[src/rtl/framebuffer_arbiter.sv]
// Shares the framebuffer RAM port between scan-side pixel-pair fetches (strict priority) and a level-held write requester.
// Optional build macro FB_ARB_OVERRUN_EN enables the saturating dropped-edge counter on overrun_count.
module framebuffer_arbiter #(
  parameter int RAM_LATENCY = 2
) (
  input  logic        clk_in,
  input  logic        reset,
  input  logic        fetch_start,
  input  logic [3:0]  row_address,
  input  logic [5:0]  column_address,
  output logic [15:0] pixel_rgb565_top,
  output logic [15:0] pixel_rgb565_bottom,
  output logic        fetch_done,
  input  logic        wr_req,
  input  logic [10:0] wr_addr,
  input  logic [15:0] wr_data,
  output logic        wr_ack,
  output logic [10:0] ram_addr,
  output logic [15:0] ram_wdata,
  output logic        ram_ce,
  output logic        ram_we,
  input  logic [15:0] ram_rdata,
  output logic [7:0]  overrun_count
);

  typedef enum logic [1:0] {
    IDLE      = 2'd0,
    FETCH_TOP = 2'd1,
    FETCH_BOT = 2'd2,
    WRITE     = 2'd3
  } state_t;

  localparam logic [2:0] LAT = 3'(RAM_LATENCY);

  state_t      r_state;
  state_t      w_state_next;
  logic        r_fetch_start_d;
  logic        r_pending;
  logic [3:0]  r_row;
  logic [5:0]  r_col;
  logic [2:0]  r_cnt;
  logic [15:0] r_top_stage;
  logic [15:0] r_pixel_top;
  logic [15:0] r_pixel_bottom;
  logic        r_fetch_done;
  logic        w_edge;
  logic        w_start;
  logic        w_cnt_hit;

  assign w_edge    = fetch_start & ~r_fetch_start_d;
  assign w_cnt_hit = (r_cnt == LAT);

  always_ff @(posedge clk_in) begin
    if (reset) r_state <= IDLE;
    else       r_state <= w_state_next;
  end

  // Write handshake: wr_req is a level held by the requester; wr_ack pulses for
  // exactly the one cycle the write is on the RAM port, after which wr_req may drop.
  always_comb begin
    w_state_next = r_state;
    w_start      = 1'b0;
    ram_addr     = 11'd0;
    ram_wdata    = 16'd0;
    ram_ce       = 1'b0;
    ram_we       = 1'b0;
    wr_ack       = 1'b0;
    case (r_state)
      IDLE: begin
        if (w_edge || r_pending) begin
          w_state_next = FETCH_TOP;
          w_start      = 1'b1;
        end else if (wr_req) begin
          w_state_next = WRITE;
        end
      end
      FETCH_TOP: begin
        ram_addr = {1'b0, r_row, ~r_col};
        ram_ce   = 1'b1;
        if (w_cnt_hit) w_state_next = FETCH_BOT;
      end
      FETCH_BOT: begin
        ram_addr = {1'b1, r_row, ~r_col};
        ram_ce   = 1'b1;
        if (w_cnt_hit) w_state_next = IDLE;
      end
      WRITE: begin
        ram_addr     = wr_addr;
        ram_wdata    = wr_data;
        ram_ce       = 1'b1;
        ram_we       = 1'b1;
        wr_ack       = 1'b1;
        w_state_next = IDLE;
      end
      default: w_state_next = IDLE;
    endcase
  end

  // Top pixel is staged so both visible pixel registers change together with fetch_done.
  always_ff @(posedge clk_in) begin
    if (reset) begin
      r_fetch_start_d <= 1'b0;
      r_pending       <= 1'b0;
      r_row           <= 4'd0;
      r_col           <= 6'd0;
      r_cnt           <= 3'd0;
      r_top_stage     <= 16'd0;
      r_pixel_top     <= 16'd0;
      r_pixel_bottom  <= 16'd0;
      r_fetch_done    <= 1'b0;
    end else begin
      r_fetch_start_d <= fetch_start;
      r_fetch_done    <= 1'b0;
      if (w_start)                         r_pending <= 1'b0;
      else if (w_edge && r_state != IDLE)  r_pending <= 1'b1;
      if (w_start) begin
        r_row <= row_address;
        r_col <= column_address;
        r_cnt <= 3'd0;
      end else if (r_state == FETCH_TOP || r_state == FETCH_BOT) begin
        if (w_cnt_hit) begin
          r_cnt <= 3'd0;
          if (r_state == FETCH_TOP) begin
            r_top_stage <= ram_rdata;
          end else begin
            r_pixel_top    <= r_top_stage;
            r_pixel_bottom <= ram_rdata;
            r_fetch_done   <= 1'b1;
          end
        end else begin
          r_cnt <= r_cnt + 3'd1;
        end
      end
    end
  end

  assign pixel_rgb565_top    = r_pixel_top;
  assign pixel_rgb565_bottom = r_pixel_bottom;
  assign fetch_done          = r_fetch_done;

`ifdef FB_ARB_OVERRUN_EN
  logic [7:0] r_overrun;
  // An edge arriving while one is already pending is dropped.
  always_ff @(posedge clk_in) begin
    if (reset)                                         r_overrun <= 8'd0;
    else if (w_edge && r_pending && r_overrun != 8'hFF) r_overrun <= r_overrun + 8'd1;
  end
  assign overrun_count = r_overrun;
`else
  assign overrun_count = 8'd0;
`endif

endmodule

[config.mk]
export PLATFORM = sky130hd
export DESIGN_NAME = framebuffer_arbiter
export DESIGN_NICKNAME = d
export VERILOG_FILES = /design/src/rtl/framebuffer_arbiter.sv
export SDC_FILE = /design/constraint.sdc
export NUM_CORES = 1
export LEC_CHECK = 0
export ABC_CLOCK_PERIOD_IN_PS = 2600
export CORE_MARGIN = 5
export CORE_UTILIZATION = 47
export CTS_BUF_LIST = sky130_fd_sc_hd__clkbuf_8
export CTS_CLUSTER_DIAMETER = 80
export DETAILED_ROUTE_END_ITERATION = 10
export PLACE_DENSITY = 0.88
export SLEW_MARGIN = 10
export SYNTH_ARGS = -nofsm -noshare
export SYNTH_HDL_FRONTEND = slang
export SYNTH_SLANG_ARGS = --single-unit
[constraint.sdc]
create_clock -name clk_in -period 2.6 [get_ports clk_in]
set_input_delay 0.65 -clock clk_in [delete_from_list [all_inputs] [get_ports clk_in]]
set_output_delay 0.65 -clock clk_in [all_outputs]
set_load 0.01 [all_outputs]
==> qor.txt <==
Synth Register Bits -> 66
GRT Total Usage -> 18.20%
Post-Syn Instances -> 315
R2R cell count -> 6
Crit path kind -> reg -> out
Clk_skew -> 0.009197 ns
Gpl congestion -> 0.8108
Ys flop type -> dfxtp_1
Hold Path Origin -> pixel_rgb565_top[13]$_SDFFE_PP0P_
WL per Instance -> 14.04 um
Count of cell types in the netlist -> 31
Antenna cells -> 0
Die area -> 7838 um^2
Clk_lat worst skew -> 0.33 ns
Iter 0 DRT Violations -> 70
CP required -> 1.95 ns
Post-Syn Area -> 2899 um^2
Post-synth EDFFs -> 0
Final Hold Viols -> 0
Synth Area in Adders -> 2.590%
CTS tree -> built
Reg2Reg Capture Point -> pixel_rgb565_bottom[2]$_SDFFE_PP0P_
Fmax -> 400.3 MHz
Post-route DRC -> 0
Tcrit/Tclk final -> 96.09%
Finished Layout Cells -> 511
Synth warn -> 0
Area grow syn2layout -> 49.98%
Async SR Flop Fraction -> 0%
Core Box Area -> 5956 um^2
Port Buffers -> 119
Flop2flop setup slack -> 0.39 ns
Avg Cell Area, Syn -> 9.203 um^2
Starting Density -> 48.68%
Vias -> 2464
Max-Cap Viols -> 0
Routed Wire Length -> 7.172 mm
Final instance area -> 4348 um^2
Largest net degree at the start of global routing -> 43
Fin Setup TNS -> 0 ns
DR pass1 iterations -> 4
Slew Limit Fails -> 0
Vias in the first global route -> 2381
Dpl hpwl -> 5.338 mm
Main combinational cell family by area after synthesis -> simple AND/OR/NAND/NOR gates
First-pass GRT wire length -> 11.07 mm
Outcome -> finished clean
Slew @ Worst Pin -> 0.7805 ns
CTS Sinks -> 66
CTS buffer count -> 9
Final setup violation count -> 0
Initial antenna violation count -> 0
Compound-cell area share of the yosys netlist -> 4.273%
Clk root buf -> clkbuf_8
# hold bufs at CTS -> 0
GRT overflow -> 0
IO Pins -> 128
Minimum clock period -> 2.498 ns
Placed Instance Area -> 4105 um^2
Die height -> 88.54 um
Max H-tree Level -> 3
Startpoint Class -> flip-flop
Row Count -> 28
Place WS -> 0.1132 ns
Crit Path Max Fanout -> 6
Worst rel slew slack -> 47.97%
Worst setup EP type -> output port
Max IR drop VDD -> 440.1 uV
DR vias/cell -> 4.822
Leakage power -> 1.963 nW
Min-Delay Path Class -> reg -> reg
Post-synthesis mux area share -> 20.03%
Synth Area in XOR/XNOR -> 0.3021%
Layout cells sized above 1 -> 7.798%
Hold Path Sink -> pixel_rgb565_top[13]$_SDFFE_PP0P_
Clock transition at path regs -> 0.07 ns
Worst Hold Depth -> 2
Synth Area in Simple Gates -> 20.72%
Sequential fraction of the synthesis area -> 45.58%
Die W -> 88.54 um
Most frequent cells in the layout -> 110 x clkdlybuf4s50_1, 65 x nand2_1, 65 x dfxtp_1
Clk buf depth -> 2
Routed Antenna Nets -> 0
Worst reg2reg startpoint -> r_state[1]$_SDFFE_PP0P_
Most common cell after layout, fill and taps aside -> clkdlybuf4s50_1
WP data arrival -> 1.85 ns
Pwr Density -> 672.6 nW/um^2
Setup ws final -> 0.1016 ns
Nets -> 496
Post-Place Cells -> 495
[where the power goes]
group	switching (mW)	leakage [nW]	internal, mW
sequential	0.0482	0.534	1.08
combinational	0.461	1.33	0.497
clock	0.357	0.101	0.481
total	0.867	1.96	2.06
[final cells by class]
type                            instances  area (um^2)
Sequential cell                        66         1325
Inverter                                4        15.01
Fill cell                             470         1608
Clock buffer                           11        151.4
Multi-Input combinational cell        224         1444
Tap cell                               75        93.84
Clock inverter                          3        40.04
Timing Repair Buffer                  128         1279
[cell families after synthesis]
family                   after synthesis
flip-flops                            66
other                                  1
AND/OR/NAND/NOR                      132
buffers and inverters                 32
AO/OA/AOI/OAI                         19
XOR/XNOR                               1
multiplexers                          58
adder cells (fa/ha/maj)                6
[Yosys cell counts, types with 2 or more instances]
library cell,n,area [um^2]
nor2b_1,3,18.77
ha_1,6,75.07
nand3_1,3,15.01
dfxtp_1,66,1321
clkbuf_1,13,48.80
buf_6,3,33.78
nand2_1,65,244.0
and2_1,16,100.1
nand2b_1,3,18.77
nor2_1,33,123.9
a21oi_1,8,40.04
nand3b_1,2,15.01
mux2i_1,58,580.6
a211oi_1,3,22.52
inv_1,4,15.01
buf_4,11,82.58
a22oi_1,4,30.03
[sequential cells by signal, indices dropped and copies added, names as in the netlist]
register and flops:
r_state 2, r_col 6, r_pending 1, pixel_rgb565_bottom 16
pixel_rgb565_top 16, fetch_done 1, r_fetch_start_d 1, r_top_stage 16
r_cnt 3, r_row 4
[through the flow]
stage | total power, mW | hold slack, ns | util (%)
after global routing | 3.097 | 0.4712 | 73.00
final | 2.925 | 0.4591 | 73.00
after floorplan | 1.673 | 0.4423 | -
after detailed placement | 2.047 | 0.4496 | 68.93
after CTS | 2.890 | 0.4615 | 72.21
after global placement | 2.021 | 0.4430 | 68.93
[how the worst max path moves through the flow]
stage / slack (ns) / cells after the start / from / end
floorplan: 0.56 / 5 / r_state[0]$_SDFFE_PP0P_ / ram_addr[1]
global placement: 0.13 / 4 / wr_addr[8] / ram_addr[8]
detailed placement: 0.11 / 7 / r_state[0]$_SDFFE_PP0P_ / ram_addr[5]
CTS: 0.001 / 7 / r_state[0]$_SDFFE_PP0P_ / ram_addr[2]
global route: -0.0007 / 7 / r_state[0]$_SDFFE_PP0P_ / ram_addr[1]
finish: 0.10 / 7 / r_state[0]$_SDFFE_PP0P_ / ram_addr[1]
[routing by layer]
metal	GRT usage (%)	part of all wire, %	wire length, um	vias up
li1	-	-	-	1248
met1	22.66	45	3204	1110
met2	28.69	44	3142	101
met3	8.101	11	787	5
met4	5.082	0.53	38	0
met5	0	0	0	-
[worst max-delay path, cell delays in order (launching register included)]
cell and delay, ns:
dfxtp_4 0.37, inv_2 0.11, ha_2 0.23, nor2_4 0.06, nor2_1 0.09, a21oi_1 0.05, nor2_1 0.08, clkdlybuf4s50_1 0.54
[repair_timing]
action	in CTS	in global routing
hold endpoints to repair	0	0
resized for setup	10	10
setup buffers	0	2
pin swaps	0	1
setup endpoints to repair	10	16
No activity file was read; power rests on OpenSTA's default activity.
